## src/rtl/hex_cmd_parser.sv

```systemverilog
// hex_cmd_parser: turns debug-console ASCII lines "<addr-hex> <data-hex>\n" into write requests.
// Optional build macro HEX_CMD_ECHO_EN adds a local-echo byte port (lowercase a-f upper-cased).
module hex_cmd_parser #(
  parameter int unsigned ADDR_W = 16,
  parameter int unsigned DATA_W = 32
) (
  input  logic              clk,
  input  logic              rst,
  input  logic              in_valid,
  input  logic [7:0]        in_data,
  output logic              in_ready,
  output logic              out_valid,
  output logic [ADDR_W-1:0] out_addr,
  output logic [DATA_W-1:0] out_data,
  input  logic              out_ready,
  output logic              err_pulse,
  output logic [1:0]        err_code
`ifdef HEX_CMD_ECHO_EN
  ,
  output logic              echo_valid,
  output logic [7:0]        echo_data
`endif
);

  localparam int unsigned AddrDigits = ADDR_W / 4;
  localparam int unsigned DataDigits = DATA_W / 4;
  localparam int unsigned AddrCntW   = $clog2(AddrDigits + 1);
  localparam int unsigned DataCntW   = $clog2(DataDigits + 1);

  localparam logic [AddrCntW-1:0] AddrMax = AddrCntW'(AddrDigits);
  localparam logic [DataCntW-1:0] DataMax = DataCntW'(DataDigits);

  localparam logic [7:0] ChLf = 8'h0A;
  localparam logic [7:0] ChCr = 8'h0D;
  localparam logic [7:0] ChSp = 8'h20;

  localparam logic [1:0] ErrBadChar   = 2'd1;
  localparam logic [1:0] ErrTooMany   = 2'd2;
  localparam logic [1:0] ErrMissField = 2'd3;

  typedef enum logic [1:0] {StAddr, StData, StSkip, StEmit} state_e;

  state_e              state_q, state_d;
  logic [ADDR_W-1:0]   addr_acc_q, addr_acc_d;
  logic [DATA_W-1:0]   data_acc_q, data_acc_d;
  logic [AddrCntW-1:0] addr_cnt_q, addr_cnt_d;
  logic [DataCntW-1:0] data_cnt_q, data_cnt_d;
  logic                in_ready_q;
  logic                out_valid_q, out_valid_d;
  logic [ADDR_W-1:0]   out_addr_q, out_addr_d;
  logic [DATA_W-1:0]   out_data_q, out_data_d;
  logic                err_pulse_q, err_pulse_d;
  logic [1:0]          err_code_q, err_code_d;

  logic       accept;
  logic       is_hex;
  logic [3:0] nibble;
  logic       clear_fields;

  assign accept    = in_valid && in_ready_q;
  assign in_ready  = in_ready_q;
  assign out_valid = out_valid_q;
  assign out_addr  = out_addr_q;
  assign out_data  = out_data_q;
  assign err_pulse = err_pulse_q;
  assign err_code  = err_code_q;

  // ASCII hex digit decode (0-9, A-F, a-f).
  always_comb begin
    is_hex = 1'b1;
    nibble = 4'h0;
    if (in_data >= 8'h30 && in_data <= 8'h39) begin
      nibble = in_data[3:0];
    end else if ((in_data >= 8'h41 && in_data <= 8'h46) ||
                 (in_data >= 8'h61 && in_data <= 8'h66)) begin
      nibble = in_data[3:0] + 4'd9;
    end else begin
      is_hex = 1'b0;
    end
  end

  // Line parser next-state, field accumulation, request and error generation.
  always_comb begin
    state_d      = state_q;
    addr_acc_d   = addr_acc_q;
    data_acc_d   = data_acc_q;
    addr_cnt_d   = addr_cnt_q;
    data_cnt_d   = data_cnt_q;
    out_valid_d  = out_valid_q;
    out_addr_d   = out_addr_q;
    out_data_d   = out_data_q;
    err_pulse_d  = 1'b0;
    err_code_d   = err_code_q;
    clear_fields = 1'b0;

    case (state_q)
      StAddr: begin
        // CR is dropped everywhere so CRLF terminals work unchanged.
        if (accept && in_data != ChCr) begin
          if (is_hex) begin
            if (addr_cnt_q == AddrMax) begin
              err_pulse_d = 1'b1;
              err_code_d  = ErrTooMany;
              state_d     = StSkip;
            end else begin
              addr_acc_d = (addr_acc_q << 4) | ADDR_W'(nibble);
              addr_cnt_d = addr_cnt_q + AddrCntW'(1);
            end
          end else if (in_data == ChSp) begin
            if (addr_cnt_q != '0) begin
              state_d = StData;
            end
          end else if (in_data == ChLf) begin
            if (addr_cnt_q != '0) begin
              err_pulse_d  = 1'b1;
              err_code_d   = ErrMissField;
              clear_fields = 1'b1;
            end
          end else begin
            err_pulse_d = 1'b1;
            err_code_d  = ErrBadChar;
            state_d     = StSkip;
          end
        end
      end

      StData: begin
        if (accept && in_data != ChCr) begin
          if (is_hex) begin
            if (data_cnt_q == DataMax) begin
              err_pulse_d = 1'b1;
              err_code_d  = ErrTooMany;
              state_d     = StSkip;
            end else begin
              data_acc_d = (data_acc_q << 4) | DATA_W'(nibble);
              data_cnt_d = data_cnt_q + DataCntW'(1);
            end
          end else if (in_data == ChSp && data_cnt_q == '0) begin
            // Extra separator spaces before the data field are tolerated.
          end else if (in_data == ChLf) begin
            clear_fields = 1'b1;
            if (data_cnt_q != '0) begin
              out_valid_d = 1'b1;
              out_addr_d  = addr_acc_q;
              out_data_d  = data_acc_q;
              state_d     = StEmit;
            end else begin
              err_pulse_d = 1'b1;
              err_code_d  = ErrMissField;
              state_d     = StAddr;
            end
          end else begin
            err_pulse_d = 1'b1;
            err_code_d  = ErrBadChar;
            state_d     = StSkip;
          end
        end
      end

      StSkip: begin
        if (accept && in_data == ChLf) begin
          clear_fields = 1'b1;
          state_d      = StAddr;
        end
      end

      StEmit: begin
        if (out_ready) begin
          out_valid_d = 1'b0;
          state_d     = StAddr;
        end
      end

      default: begin
        state_d      = StAddr;
        clear_fields = 1'b1;
      end
    endcase

    if (clear_fields) begin
      addr_acc_d = '0;
      data_acc_d = '0;
      addr_cnt_d = '0;
      data_cnt_d = '0;
    end
  end

  // State and output registers; in_ready is computed from the next state so it drops
  // on the same edge that raises out_valid.
  always_ff @(posedge clk) begin
    if (rst) begin
      state_q     <= StAddr;
      addr_acc_q  <= '0;
      data_acc_q  <= '0;
      addr_cnt_q  <= '0;
      data_cnt_q  <= '0;
      in_ready_q  <= 1'b0;
      out_valid_q <= 1'b0;
      out_addr_q  <= '0;
      out_data_q  <= '0;
      err_pulse_q <= 1'b0;
      err_code_q  <= 2'd0;
    end else begin
      state_q     <= state_d;
      addr_acc_q  <= addr_acc_d;
      data_acc_q  <= data_acc_d;
      addr_cnt_q  <= addr_cnt_d;
      data_cnt_q  <= data_cnt_d;
      in_ready_q  <= (state_d != StEmit);
      out_valid_q <= out_valid_d;
      out_addr_q  <= out_addr_d;
      out_data_q  <= out_data_d;
      err_pulse_q <= err_pulse_d;
      err_code_q  <= err_code_d;
    end
  end

`ifdef HEX_CMD_ECHO_EN
  logic       echo_valid_q;
  logic [7:0] echo_data_q;
  logic [7:0] echo_char;

  // Upper-case a-f so the echoed line matches the canonical hex form.
  always_comb begin
    echo_char = in_data;
    if (in_data >= 8'h61 && in_data <= 8'h66) begin
      echo_char = in_data - 8'h20;
    end
  end

  // Re-emit every accepted byte one cycle later; no backpressure.
  always_ff @(posedge clk) begin
    if (rst) begin
      echo_valid_q <= 1'b0;
      echo_data_q  <= 8'h00;
    end else begin
      echo_valid_q <= accept;
      if (accept) begin
        echo_data_q <= echo_char;
      end
    end
  end

  assign echo_valid = echo_valid_q;
  assign echo_data  = echo_data_q;
`endif

endmodule
```

## config.mk

```make
export PLATFORM = sky130hd
export DESIGN_NAME = hex_cmd_parser
export DESIGN_NICKNAME = d
export VERILOG_FILES = /design/src/rtl/hex_cmd_parser.sv
export SDC_FILE = /design/constraint.sdc
export NUM_CORES = 1
export LEC_CHECK = 0
export CAP_MARGIN = 15
export CORE_MARGIN = 2
export CORE_UTILIZATION = 47
export DETAILED_ROUTE_END_ITERATION = 7
export DONT_BUFFER_PORTS = 1
export SLEW_MARGIN = 15
export SYNTH_ARGS = -nofsm -noshare
export SYNTH_HDL_FRONTEND = slang
export SYNTH_SLANG_ARGS = --single-unit
```

## constraint.sdc

```tcl
create_clock -name clk -period 3.7 [get_ports clk]
set_clock_uncertainty 0.15 [all_clocks]
set_input_delay 0 -clock clk [delete_from_list [all_inputs] [get_ports clk]]
set_output_delay 0 -clock clk [all_outputs]
set_load 0.1 [all_outputs]
```

Word level (Yosys, flattened, before mapping)
Cells that the tools add are included.
{ "word_totals": {"out_inout_bits": 53, "word_cells": 130, "reg_bits": 110, "in_bits": 12} }
{ "classes": {"eq_ne": 22, "n_bitwise": 6, "n_reduce_logical": 20, "magnitude_cmp": 6, "addsub": 3, "mux": 62} }
{ "ops": {"columns": ["op", "count"], "rows": [
  ["$mux 2", 26],
  ["$or 32x4->32", 1],
  ["$mux 1", 29],
  ["$ge 8x7->1 const B", 2],
  ["$le 8x7->1 const B", 2],
  ["$ne 2x2->1 const B", 8],
  ["$or 16x4->16", 1],
  ["$ne 3x3->1 const B", 4],
  ["$reduce_and 9->1", 1],
  ["$eq 8x4->1 const B", 1],
  ["$eq 8x6->1 const B", 1],
  ["$ge 8x6->1 const B", 1],
  ["$le 8x6->1 const B", 1],
  ["$mux 4", 2],
  ["$ne 4x4->1 const B", 2],
  ["$ne 8x4->1 const B", 1],
  ["$pmux 2 s4", 1],
  ["$reduce_and 4->1", 2],
  ["$logic_and 1x1->1", 7],
  ["$reduce_and 7->1", 1],
  ["$reduce_and 6->1", 1],
  ["$add 4x1->4 const B", 1],
  ["$add 4x4->4 const B", 1],
  ["$eq 2x2->1 const B", 2],
  ["other kinds (15)", 20]
]} }

Logic depth before layout (Yosys ltp)
{ "logic_depth": {"depth_word": 9, "mapped_depth": 10, "depth_no_buf": 8} }

Least setup slack after synthesis
No wires, ideal clock.
{ "synth_timing": {"kind": "register to register", "from": "register in_ready_q (netlist: in_ready)", "to": "register addr_cnt_q[0]", "path_stages_with_launch": 8, "slack_ns": 0.955, "period_less_slack_ns": 2.745, "path_buffers": 2, "arrival_ns": 2.468, "required_ns": 3.422, "setup_ns": 0.128, "path_cell_list": "dfxtp_1 > nand2_1 > or3_1 > a2bb2oi_1 > o21bai_1 > clkbuf_1 > clkbuf_1 > nor2_1"} }
{ "synth_via": {"elab_chain_cells": 5, "word_cells_on_any_way": 9, "cone_classes": "4 x mux; 5 x reduce/logical"} }
{ "synth_lines": {"columns": ["element", "line", "text"], "rows": [
  ["start: declaration", "48", "logic in_ready_q;"],
  ["start signal: assignment", "209", "in_ready_q <= (state_d != StEmit);"],
  ["$logic_and 1x1->1 (*)", "60", "assign accept = in_valid && in_ready_q;"],
  ["$logic_and 1x1->1 (on tied branches)", "161, 99, 128", null],
  ["$mux 1 (on tied branches)", "161, 128, 99", null],
  ["$pmux 1 s3", "96", "case (state_q)"],
  ["$reduce_or 2->1 (no line)", null, null],
  ["end signal: assignment", "207", "addr_cnt_q <= addr_cnt_d;"],
  ["end: declaration", "46", "logic [AddrCntW-1:0] addr_cnt_q, addr_cnt_d;"]
]} }
Every way passes the cells marked *; elsewhere a longest branch is shown, timed or not.
A chain may end at the register's enable or synchronous reset.

Worst setup path in the final report
{ "layout_timing": {"from": "register in_ready_q (netlist: in_ready)", "to": "register out_data_q[18] (netlist: out_data[18])"} }
{ "layout_via": {"elab_chain_cells": 3} }
{ "layout_lines": {"columns": ["element", "line", "text"], "rows": [
  ["$logic_and 1x1->1", "60", null],
  ["$logic_and 1x1->1", "128", "if (accept && in_data != ChCr) begin"],
  ["$reduce_and 6->1 (no line)", null, null],
  ["end signal: assignment", "212", "out_data_q <= out_data_d;"],
  ["end: declaration", "51", "logic [DATA_W-1:0] out_data_q, out_data_d;"]
]} }
No other way between the ends.

==> results.ini <==
[yosys]
async_flop_share_pct = 0
yosysTopAreaCell = dfxtp_1
synth_area_leaders = dfxtp_1 50%, nand2_1 17%, a21oi_1 12%, ha_1 2.3%, clkbuf_1 1.6%
synth-edff-count = 0
yosysSeqAreaShare_pct = 50.4
syn-mean-instance-area_um2 = 7.98
synth_top_area_share_pct = 50.4
yosys_warnings = 0
synth_area_mm2 = 0.00437
syn_nets = 568
dominantRegCellSynth = dfxtp_1
synth_cell_types = 47
yosys_register_bits = 110
synthCells = 548

[outcome]
violations = hold timing
outcome = complete, but fails checks

[route]
via_count = 3500
postRouteAntennaNets = 0
met2_length_mm = 4.30
drt-met1-wl_mm = 4.29
via_per_inst = 5.32
wl_met3_um = 463
drc = 0
dr.pass1.iters = 4
drt-wirelength-per-cell_um = 14.0
routed_wl_mm = 9.18
top_layer = met4
drt-initial-drc-count = 107

[finish]
final-seq-area_mm2 = 0.00220
fin_area_mm2 = 0.00477
post-route-util_pct = 52.1
area_growth_pct = 9.02
drive_gt1_share_pct = 6.76
final_common_cell = nand2_1
mostFrequentLayoutCells = 202 x nand2_1, 110 x dfxtp_1, 101 x a21oi_1
multi_input_area_mm2 = 0.00201
antenna_cells = 0
final_nets = 562
fill_cells = 929

[grt]
grt_max_degree = 56
grt_pass1_vias = 3283
globalRouteTotalUtil_pct = 19.0
antenna_found_initial = 0
grt_overflow = 0
grt_pass1_wl_mm = 15.5

[cts]
cts_root_buf = clkbuf_8
clk-insertion-delay-late_ps = 370
clockBufferDepth = 2
cts_buffers = 9
clk_pin_slew_worst_paths_ps = 110
h-tree-depth = 3
cts_tree = built
ctsResizeCount = 0
clock-sinks = 110

[power]
powerDensity_mw_per_mm2 = 424
p_total_mw = 2.02
ir_drop_uv = 169
p_leak_nw = 1.53

[worst_setup_path]
arrival_ps = 3200
start_kind = register
worstSetupPathType = register to register
crit_path_end_kind = register
ff2ff_setup_slack_ps = 680
crit_fanout = 43
crit_required_ps = 3870

[floorplan]
initial_core_util_pct = 47.8
dieArea_mm2 = 0.0101
pin_count = 65
dieWidth_um = 100
core_mm2 = 0.00915
die_h_um = 100
floorplan.rows = 35

[min_path]
hp-class = input port to register

[timing]
slew_viol_final = 0
setup_tns_ps = 0
layout_min_cycle_time_ps = 3020
fmax_ghz = 0.331
timing.final.crit_share_pct = 81.7
hold_viol_final = 2
setup_slack_ps = 676
setup_violations = 0
holdWs_ps = -11.5
worstMarginPinSlew_ps = 1000
rsz0062_at_grt = no
slew-limit-headroom_pct = 33.2

[place]
place_congestion = 0.859
portBuffers = 0
pre_cts_ws_ps = 1030
dpl-instance-area_mm2 = 0.00444
dp_hpwl_mm = 6.09

[job]
cap_violations = 0

-- critical path: stages (launching register included) --
cell and delay [ps]:
dfxtp_1 320, buf_4 290, and4b_1 230, o21ai_0 290
nor3_2 650, buf_12 280, nand2_1 80, a21oi_1 120
dlygate4sd3_1 550
-- metal layers --
metal  track usage (%)  up-vias
met3              4.87        9
met4              6.32        0
li1                  -     1812
met2              31.2       59
met1              24.5     1620
met5                 0        -
-- cells by family after synthesis --
family | after synthesis | share of synthesized area, %
simple gates | 253 | 24.5
compound gates | 130 | 17.3
flops | 110 | 50.4
buf+inv | 41 | 4.26
fa+ha+maj | 8 | 2.29
xor+xnor | 5 | 1.00
mux | 1 | 0.258
-- registers in the layout, indices dropped and copies added, names as in the netlist --
signal,count
addr_acc_q,16
addr_cnt_q,3
data_acc_q,32
data_cnt_q,4
err_code,2
err_pulse,1
in_ready,1
out_addr,16
out_data,32
out_valid,1
state_q,2
-- layout make-up --
cell class                      instances  share of cell area (%)
Timing Repair Buffer                   18                    3.99
Multi-Input combinational cell        397                    42.1
Clock buffer                           10                    2.68
Clock inverter                          6                    1.63
Sequential cell                       110                    46.2
Inverter                                6                   0.473
Tap cell                              111                    2.91
-- timing repair --
action                     CTS  global route
buffers inserted             0             0
setup endpoints to repair    0             0
hold endpoints to repair    63             0
hold buffers                10             0
-- stage by stage --
stage | hold WS [ps] | std cells
4_1_cts | 1.37 | 658
3_3_place_gp | -75.4 | 632
2_1_floorplan | -32.2 | 548
6_report | -11.5 | 658
3_5_place_dp | -71.9 | 632
5_1_grt | 1.40 | 658
-- synth_stat cells (2+ instances only) --
cell type	count
nor2b_1	3
a21o_1	2
nand3_1	3
nand2b_1	2
or3_1	3
clkbuf_1	19
buf_4	2
dfxtp_1	110
a211oi_1	4
nand2_1	202
o21bai_1	2
and2_1	2
inv_1	6
o21ai_0	4
nor4bb_1	2
nor2_1	16
buf_6	2
nand4b_1	2
ha_1	8
o211ai_1	2
nor3b_1	3
buf_1	4
a21boi_0	2
a21oi_1	101
a211oi_2	3
a311oi_1	2
xor2_1	4
buf_2	8
nor3_1	7
-- worst paths after layout --
check                              startpoint              to  cells past startpoint
worst max-delay path                 in_ready    out_data[18]                      8
worst min register to register  data_acc_q[9]  data_acc_q[13]                      2
worst min-delay path               in_data[3]   addr_acc_q[0]                      4
worst max register to register       in_ready    out_data[18]                      8
-- power breakdown --
part           internal (mW)  leakage [nW]  total (mW)  switching [mW]
sequential              1.19         0.887        1.21          0.0187
clock                  0.325         0.101       0.736           0.411
combinational         0.0295         0.545      0.0768          0.0472
total                   1.54          1.53        2.02           0.477
Note: power is estimated with default switching activity, not from simulation.
